--- src/rtl/soc_run_pkg.sv ---
`default_nettype none
// ============================================================================
// Module   : soc_run_pkg
// Purpose  : Shared types for the hack_soc run controller. Provides the
//            run-state encoding seen on the run_state output.
// Contents : RUN_STATE_W - width of the run_state encoding
//            run_state_t - LOAD/RELEASE/RUN/PAUSE/STEP state enumeration
// Revision : 1.0 - initial release
// ============================================================================
package soc_run_pkg;

    localparam int RUN_STATE_W = 3;

    typedef enum logic [RUN_STATE_W-1:0] {
        ST_LOAD    = 3'd0,
        ST_RELEASE = 3'd1,
        ST_RUN     = 3'd2,
        ST_PAUSE   = 3'd3,
        ST_STEP    = 3'd4
    } run_state_t;

endpackage
`default_nettype wire

--- src/rtl/button_debounce.sv ---
`default_nettype none
// ============================================================================
// Module   : button_debounce
// Purpose  : Two-flop synchronizer plus stability counter for one raw button.
//            The debounced level follows the synchronized input only after
//            CYCLES consecutive samples that differ from the current level.
// Ports    : clk     - board clock
//            reset_n - synchronous active-low reset
//            button  - raw, asynchronous, active-high button
//            level   - debounced button level
//            press   - one-cycle pulse on each debounced 0->1 transition
// Revision : 1.0 - initial release
// ============================================================================
module button_debounce #(
    parameter int CYCLES = 40
) (
    input  logic clk,
    input  logic reset_n,
    input  logic button,
    output logic level,
    output logic press
);

    localparam int              CNT_W  = $clog2(CYCLES + 1);
    localparam logic [CNT_W-1:0] c_last = CNT_W'(CYCLES - 1);

    logic             r_sync0;
    logic             r_sync1;
    logic [CNT_W-1:0] r_cnt;

    always_ff @(posedge clk) begin
        if (!reset_n) begin
            r_sync0 <= 1'b0;
            r_sync1 <= 1'b0;
            r_cnt   <= '0;
            level   <= 1'b0;
            press   <= 1'b0;
        end else begin
            r_sync0 <= button;
            r_sync1 <= r_sync0;
            press   <= 1'b0;
            // r_cnt holds how many consecutive samples have disagreed with
            // the current level; any agreeing sample restarts the count.
            if (r_sync1 != level) begin
                if (r_cnt == c_last) begin
                    level <= r_sync1;
                    press <= r_sync1;
                    r_cnt <= '0;
                end else begin
                    r_cnt <= r_cnt + 1'b1;
                end
            end else begin
                r_cnt <= '0;
            end
        end
    end

endmodule
`default_nettype wire

--- src/rtl/soc_run_controller.sv ---
`default_nettype none
// ============================================================================
// Module   : soc_run_controller
// Purpose  : Run control for FPGA builds of hack_soc. Produces a single-cycle
//            clock enable from a programmable divider, sequences ROM loading
//            and CPU reset release, and offers run/pause and burst stepping
//            from two debounced buttons.
// Ports    : clk, reset_n          - board clock, synchronous active-low reset
//            btn_run_pause, btn_step - raw active-high buttons
//            div_sel               - tick period = 2^div_sel clk cycles
//            step_count            - ticks per step press (0 treated as 1)
//            load_done             - ROM loader finished (level)
//            load_run              - run request to the ROM loader
//            hack_external_reset   - reset hold for the CPU core
//            soc_clk_en            - one-clk enable pulse for soc and loader
//            run_state             - current state encoding
//            cycle_count           - ticks issued since reset release
// Revision : 1.0 - initial release
// ============================================================================
module soc_run_controller
    import soc_run_pkg::*;
#(
    parameter int DIV_WIDTH         = 15,
    parameter int DEBOUNCE_CYCLES   = 40,
    parameter int BURST_WIDTH       = 8,
    parameter int START_PAUSED      = 0,
    parameter int CYCLE_COUNT_WIDTH = 32
) (
    input  logic                             clk,
    input  logic                             reset_n,
    input  logic                             btn_run_pause,
    input  logic                             btn_step,
    input  logic [$clog2(DIV_WIDTH+1)-1:0]   div_sel,
    input  logic [BURST_WIDTH-1:0]           step_count,
    input  logic                             load_done,
    output logic                             load_run,
    output logic                             hack_external_reset,
    output logic                             soc_clk_en,
    output logic [RUN_STATE_W-1:0]           run_state,
    output logic [CYCLE_COUNT_WIDTH-1:0]     cycle_count
);

    localparam int SEL_W = $clog2(DIV_WIDTH + 1);

    logic [DIV_WIDTH-1:0]   r_div_cnt;
    logic [DIV_WIDTH-1:0]   w_mask;
    logic [SEL_W-1:0]       w_sel;
    logic                   w_tick;
    run_state_t             r_state;
    logic [BURST_WIDTH-1:0] r_burst;
    logic                   w_rp_press;
    logic                   w_st_press;
    logic                   w_rp_level_unused;
    logic                   w_st_level_unused;

    button_debounce #(.CYCLES(DEBOUNCE_CYCLES)) u_db_run_pause (
        .clk     (clk),
        .reset_n (reset_n),
        .button  (btn_run_pause),
        .level   (w_rp_level_unused),
        .press   (w_rp_press)
    );

    button_debounce #(.CYCLES(DEBOUNCE_CYCLES)) u_db_step (
        .clk     (clk),
        .reset_n (reset_n),
        .button  (btn_step),
        .level   (w_st_level_unused),
        .press   (w_st_press)
    );

    // Tick when the low div_sel bits of the free-running counter are all
    // ones; out-of-range selections saturate at the full counter width.
    always_comb begin
        w_sel  = (div_sel > SEL_W'(DIV_WIDTH)) ? SEL_W'(DIV_WIDTH) : div_sel;
        w_mask = '0;
        for (int i = 0; i < DIV_WIDTH; i++) begin
            if (SEL_W'(i) < w_sel) begin
                w_mask[i] = 1'b1;
            end
        end
        w_tick = ((r_div_cnt & w_mask) == w_mask);
    end

    // The enable is the only unregistered output so the soc sees the tick
    // in the same cycle the divider produces it.
    always_comb begin
        soc_clk_en = 1'b0;
        case (r_state)
            ST_LOAD, ST_RUN, ST_STEP: soc_clk_en = w_tick;
            default:                  soc_clk_en = 1'b0;
        endcase
    end

    assign run_state = r_state;

    always_ff @(posedge clk) begin
        if (!reset_n) begin
            r_div_cnt           <= '0;
            r_state             <= ST_LOAD;
            r_burst             <= '0;
            load_run            <= 1'b0;
            hack_external_reset <= 1'b1;
            cycle_count         <= '0;
        end else begin
            r_div_cnt <= r_div_cnt + 1'b1;

            // Ticks spent feeding the ROM loader are not CPU cycles.
            if (soc_clk_en && (r_state != ST_LOAD)) begin
                cycle_count <= cycle_count + 1'b1;
            end

            case (r_state)
                ST_LOAD: begin
                    load_run <= 1'b1;
                    if (load_done && w_tick) begin
                        r_state <= ST_RELEASE;
                    end
                end
                ST_RELEASE: begin
                    load_run            <= 1'b0;
                    hack_external_reset <= 1'b0;
                    r_state             <= (START_PAUSED != 0) ? ST_PAUSE : ST_RUN;
                end
                ST_RUN: begin
                    if (w_rp_press) begin
                        r_state <= ST_PAUSE;
                    end
                end
                ST_PAUSE: begin
                    if (w_rp_press) begin
                        r_state <= ST_RUN;
                    end else if (w_st_press) begin
                        r_state <= ST_STEP;
                        r_burst <= (step_count == '0) ? BURST_WIDTH'(1) : step_count;
                    end
                end
                ST_STEP: begin
                    if (w_rp_press) begin
                        r_state <= ST_RUN;
                    end else if (w_tick) begin
                        r_burst <= r_burst - 1'b1;
                        if (r_burst == BURST_WIDTH'(1)) begin
                            r_state <= ST_PAUSE;
                        end
                    end
                end
                default: begin
                    r_state <= ST_LOAD;
                end
            endcase
        end
    end

endmodule
`default_nettype wire

--- config.mk ---
export PLATFORM = sky130hd
export DESIGN_NAME = soc_run_controller
export DESIGN_NICKNAME = d
export VERILOG_FILES = /design/src/rtl/soc_run_pkg.sv /design/src/rtl/button_debounce.sv /design/src/rtl/soc_run_controller.sv
export SDC_FILE = /design/constraint.sdc
export NUM_CORES = 1
export LEC_CHECK = 0
export BUFFER_PORTS_ARGS = -buffer_cell sky130_fd_sc_hd__buf_2
export CAP_MARGIN = 40
export CORE_MARGIN = 1
export CORE_UTILIZATION = 41
export CTS_BUF_LIST = sky130_fd_sc_hd__clkbuf_8
export CTS_CLUSTER_SIZE = 40
export DETAILED_ROUTE_END_ITERATION = 10
export HOLD_SLACK_MARGIN = 0.08
export MAX_ROUTING_LAYER = met4
export PLACE_DENSITY = 0.61
export SLEW_MARGIN = 40
export SYNTH_ARGS = -nofsm -noshare
export SYNTH_HDL_FRONTEND = slang
export SYNTH_HIERARCHICAL = 1
export SYNTH_SLANG_ARGS = --single-unit
--- constraint.sdc ---
create_clock -name clk -period 4 [get_ports clk]
set_clock_uncertainty 0.15 [all_clocks]
set_input_delay 1 -clock clk [delete_from_list [all_inputs] [get_ports clk]]
set_output_delay 1 -clock clk [all_outputs]
set_load 0.05 [all_outputs]
==> flow_metrics.py, run 1 <==
metrics = {
    "critical_path": {
        "worstSetupPathType": "in -> out",
        "path_max_fanout": 8,
        "endpoint_kind": "output port",
        "cp.required_ns": 2.85,
        "cp.arrival_ns": 2.46,
        "crit_path_start_kind": "input pin",
    },
    "timing": {
        "holdWs_ns": 0.2898,
        "fin_ws_ns": 0.3863,
        "fmax_mhz": 276.7,
        "slew_headroom": 0.4702,
        "worst_pin_slew_ns": 0.7922,
        "fin_crit_ns": 3.614,
        "finalSetupViolCount": 0,
        "timing.setup.tns_ns": 0,
        "finalHoldViolations": 0,
        "rsz0062_at_grt": "false",
        "finalMaxSlewViolations": 0,
        "finalCritPeriodShare": 0.9034,
    },
    "cells_and_area": {
        "final_cell_area_mm2": 0.004566,
        "utilization": 0.4895,
        "antenna_cells": 0,
        "layout-drive-gt1-share": 0.1528,
        "areaGrowthSynthToFinish_pct": 14.21,
        "nets": 550,
    },
    "logic_synthesis": {
        "synth_edf_count": 0,
        "synth_area_mm2": 0.003998,
        "synth_top_area_share": 0.4006,
        "synth_cell_types": 56,
        "synthTopCellsByCount": "dfxtp_1 (80), a21oi_1 (43), nor2_1 (41)",
        "ys_ff_latch": 80,
        "synth-main-ff-cell": "dfxtp_1",
        "synth_top_cells_by_area": "dfxtp_1 (40%), a21oi_1 (5.4%), nor2_1 (3.8%)",
        "synth_top_area_cell": "dfxtp_1",
        "syn_inst": 480,
        "avgSynthCellArea_um2": 8.328,
        "ys_seq_area_frac": 0.4006,
        "yosysWarnings": 6,
        "synthArstFlopShare": 0,
        "yosys.cell_count.top_type": "dfxtp_1",
        "syn_nets": 503,
    },
    "power": {
        "p_leak_nw": 1.686,
        "cellPowerDensity_mw_per_mm2": 321.0,
        "ir_drop_mv": 0.2556,
    },
    "drt": {
        "routed_wl_mm": 8.796,
        "vias": 3561,
        "drt_pass1_iterations": 5,
        "first_iter_violations": 142,
        "wl_met3_um": 341,
        "highest_layer": "met4",
        "ant_nets": 0,
        "met1_length_mm": 4.249,
        "drc_errors": 0,
        "via_per_inst": 5.404,
        "wl_met2_mm": 4.167,
        "routedWlPerCell_um": 13.35,
    },
    "clock_network": {
        "cts_tree": "yes",
        "clk_path_buf_depth": 2,
        "cts_resized": 0,
        "cts-root-buf": "clkbuf_8",
        "cts_sinks": 80,
        "clock_latency_ns": 0.34,
        "cts_made_buffers": 9,
        "htree_levels": 3,
        "cts_hold_buf": 0,
        "cts_setup_buffers": 0,
        "clk_transition_reported_paths_ns": 0.08,
    },
    "status": {
        "status": "finished, final reports clean",
    },
    "place": {
        "place_ws_ns": 0.4063,
        "dp_hpwl_mm": 6.186,
        "placed_cell_area_mm2": 0.004372,
        "io_buffers": 54,
        "gp_congestion": 0.8300,
    },
    "floorplanning": {
        "core_mm2": 0.009328,
        "initial_core_util": 0.4286,
        "io_pins": 55,
        "chipHeight_um": 100.7,
        "rows": 35,
        "die-area_mm2": 0.01015,
        "die_w_um": 100.7,
    },
    "global_route": {
        "gr-total-overflow": 0,
        "grt_pass1_wl_mm": 15.37,
        "grt_pass1_vias": 3266,
        "grt_usage": 0.1954,
        "antenna_found_initial": 0,
        "grt_max_degree": 34,
    },
    "run": {
        "max_cap_violations": 0,
    },
    "hold_path": {
        "hp-class": "reg -> reg",
    },
}
## registers in the layout, indices dropped and copies added (netlist names), 3 cells and up
name,cells
r_div_cnt,15
r_burst,8
run_state,3
u_db_run_pause/r_cnt,6
cycle_count,32
u_db_step/r_cnt,6
## routing by layer
| metal | track usage | vias to the layer above |
|---|---|---|
| met3 | 0.05409 | 4 |
| met1 | 0.2526 | 1667 |
| li1 | - | 1825 |
| met5 | - | - |
| met4 | 0.04571 | 0 |
| met2 | 0.3035 | 65 |
## path summary, 6_finish.rpt
kind	startpoint	end	slack [ns]	depth (start not counted)
setup / recovery	div_sel[2]	soc_clk_en	0.39	7
setup reg to reg	run_state[1]	r_burst[1]	1.28	6
hold / removal	u_db_run_pause/r_sync0	u_db_run_pause/r_sync1	0.29	1
hold reg to reg	u_db_run_pause/r_sync0	u_db_run_pause/r_sync1	0.29	1
## power breakdown
part,internal [mW],switching [mW]
clock network,0.315,0.282
logic,0.0227,0.0377
registers,0.801,0.00711
## critical path, stage by stage
cell and delay [ns]:
buf_2 0.16, nor2_1 0.09, a221oi_1 0.41, o21ba_1 0.22
and2_1 0.18, and3_1 0.19, buf_2 0.21
## logic make-up (layout without fill, tap and decap cells)
family	count (synthesis)	after routing	synth area share
buffers and inverters	51	101	0.05321
adders and majority gates	6	6	0.01878
AOI/OAI and AO/OA	123	123	0.1975
xor gates and xnor gates	23	23	0.05039
and+or+nand+nor	191	191	0.2645
muxes	6	6	0.01502
DFF	80	80	0.4006
## layout make-up
| cell class | instances | area (um^2) |
|---|---|---|
| clock buffers | 11 | 151.4 |
| clock inverters | 3 | 42.54 |
| fillers | 916 | 4762 |
| inverters | 28 | 105.1 |
| multi-input cells | 349 | 2183 |
| flip-flops and latches | 80 | 1602 |
| well taps | 129 | 161.4 |
| repair buffers | 59 | 320.3 |
## stage by stage
stage,power (mW),std cells
after floorplan,0.8604,480
after global placement,0.8860,645
after detailed placement,0.8875,645
after CTS,1.489,659
after global routing,1.534,659
final,1.465,659
## cells in the final DEF (no fill, tap or decap), types with 7 or more instances in the layout
| cell | instances |
|---|---|
| nor3_1 | 7 |
| and2_1 | 9 |
| nand3_1 | 21 |
| o21a_1 | 8 |
| a21oi_1 | 43 |
| buf_2 | 54 |
| clkbuf_8 | 11 |
| xor2_1 | 17 |
| inv_1 | 28 |
| o31ai_1 | 11 |
| o21ai_0 | 23 |
| and3_1 | 7 |
| or3_1 | 21 |
| nand2_1 | 31 |
| nand2b_1 | 8 |
| nand4_1 | 12 |
| dfxtp_1 | 80 |
| nor2_1 | 41 |
| o211ai_1 | 9 |
| and4_1 | 7 |
No activity file was read; power rests on OpenSTA's default activity.
==> inputs of run 2 (changes only) <==
--- a/constraint.sdc
+++ b/constraint.sdc
@@ -4,2 +4,2 @@
 set_output_delay 1 -clock clk [all_outputs]
-set_load 0.05 [all_outputs]
+set_load 0.01 [all_outputs]
==> flow_metrics.py, run 2 (same netlist as run 1, synthesis figures left out) <==
metrics = {
    "status": {
        "status": "finished, final reports clean",
    },
    "power": {
        "ir_drop_mv": 0.1841,
        "cellPowerDensity_mw_per_mm2": 327.1,
        "finalPower_mw": 1.497,
        "p_leak_nw": 1.693,
    },
    "critical_path": {
        "crit_buf_inv": 2,
        "cp.arrival_ns": 2.52,
        "crit_chain": "buf_2, o21ai_0, a22oi_1, nor4_2, and2_1, and3_1, buf_2",
        "cp.required_ns": 2.85,
        "slowest_stage": "and2_1",
        "cpMostUsedCell": "buf_2",
        "worstSetupPathType": "in -> out",
        "ff2ff_path_depth": 6,
        "crit_path_start_kind": "input pin",
        "rr_startpoint": "run_state[1]",
        "crit_start": "div_sel[0]",
        "cp_top_family": "simple AND/OR/NAND/NOR gates",
        "rrSetupSlack_ns": 1.24,
        "r2r_end": "r_burst[1]",
        "path_max_fanout": 7,
        "cp.depth": 7,
        "critPathMaxStageDelay_ns": 0.36,
        "endpoint_kind": "output port",
    },
    "timing": {
        "finalCritPeriodShare": 0.9164,
        "finalSetupViolCount": 0,
        "timing.setup.tns_ns": 0,
        "rsz0062_at_grt": "false",
        "finalMaxSlewViolations": 0,
        "worst_pin_slew_ns": 0.7584,
        "fmax_mhz": 272.8,
        "fin_crit_ns": 3.666,
        "slew_headroom": 0.4928,
        "finalHoldViolations": 0,
    },
    "cells_and_area": {
        "largest_reg_flops": 32,
        "nets": 550,
        "layout-drive-gt1-share": 0.1560,
        "final_cell_mix": "dfxtp_1 (80), buf_2 (54), a21oi_1 (43)",
        "largestRegisters": "cycle_count x32, r_div_cnt x15, r_burst x8",
        "areaGrowthSynthToFinish_pct": 14.46,
        "largest-register": "cycle_count",
        "fill_cells": 922,
        "antenna_cells": 0,
        "layout_commonest_cell": "dfxtp_1",
    },
    "floorplanning": {
        "initial_core_util": 0.4286,
        "rows": 35,
        "io_pins": 55,
        "die_w_um": 100.7,
        "core_mm2": 0.009328,
        "die-area_mm2": 0.01015,
        "chipHeight_um": 100.7,
    },
    "global_route": {
        "gr-total-overflow": 0,
        "grt_usage": 0.1914,
        "grt_pass1_vias": 3311,
        "grt_pass1_wl_mm": 15.16,
        "grt_max_degree": 34,
        "antenna_found_initial": 0,
    },
    "drt": {
        "drc_errors": 0,
        "routed_wl_mm": 8.755,
        "vias": 3554,
        "routedWlPerCell_um": 13.25,
        "ant_nets": 0,
        "drt_pass1_iterations": 4,
        "first_iter_violations": 185,
        "via_per_inst": 5.377,
    },
    "clock_network": {
        "clock_latency_ns": 0.35,
        "cts_setup_buffers": 0,
        "cts_hold_buf": 0,
        "cts_resized": 0,
        "cts_made_buffers": 9,
        "cts_tree": "yes",
        "htree_levels": 3,
        "clk_transition_reported_paths_ns": 0.08,
        "cts-root-buf": "clkbuf_8",
        "cts_sinks": 80,
        "clk_path_buf_depth": 2,
    },
    "place": {
        "gp_congestion": 0.8080,
        "dp_hpwl_mm": 6.060,
        "io_buffers": 54,
    },
    "hold_path": {
        "hold-path-cell-count": 1,
        "min_to": "u_db_run_pause/r_sync1",
        "hp-class": "reg -> reg",
        "min_from": "u_db_run_pause/r_sync0",
    },
    "run": {
        "max_cap_violations": 0,
    },
}
run 2: cell type report:
class | count | area (um^2) | share of cell area
inverters | 28 | 105.1 | 0.02297
flip-flops and latches | 80 | 1602 | 0.3500
repair buffers | 59 | 307.8 | 0.06727
clock inverters | 4 | 51.30 | 0.01121
multi-input cells | 349 | 2183 | 0.4772
clock buffers | 12 | 165.2 | 0.03610
well taps | 129 | 161.4 | 0.03527
run 2: metrics by stage:
stage / worst slack [ns] / instances / instance area, um^2 / util / hold slack, ns
after floorplan: 0.6957 / 480 / 3998 / - / 0.2618
after global placement: 0.4093 / 645 / 4359 / 0.4673 / 0.2649
after detailed placement: 0.3190 / 645 / 4359 / 0.4673 / 0.2743
after CTS: 0.3244 / 661 / 4576 / 0.4905 / 0.2948
after global routing: 0.1329 / 661 / 4576 / 0.4905 / 0.3027
final: 0.3344 / 661 / 4576 / 0.4905 / 0.2890
run 2: where the power goes:
part	internal, mW	switching (mW)
Combinational	0.0220	0.0360
Clock	0.340	0.291
Sequential	0.801	0.00669
Total	1.16	0.334
run 2: worst reg2reg max path, cell delays in order (launching register included):
cell      delay [ns]
dfxtp_1         0.62
and3b_1         0.60
o21ai_1         0.20
a211oi_1        0.31
a31oi_2         0.20
or3_1           0.49
a21oi_1         0.12
run 2: worst max-delay path by stage:
stage                     slack (ns)    endpoint
after global routing            0.13  soc_clk_en
after floorplan                 0.70  soc_clk_en
final                           0.33  soc_clk_en
after detailed placement        0.32  soc_clk_en
after global placement          0.41  soc_clk_en
after CTS                       0.32  soc_clk_en
run 2: metal layers:
metal,wire length (um),up-vias,GRT usage,part of all wire
met5,0,-,-,0
met4,46,0,0.05240,0.0053
met3,375,6,0.05132,0.043
met2,4137,64,0.3119,0.47
met1,4195,1657,0.2337,0.48
li1,-,1827,-,-
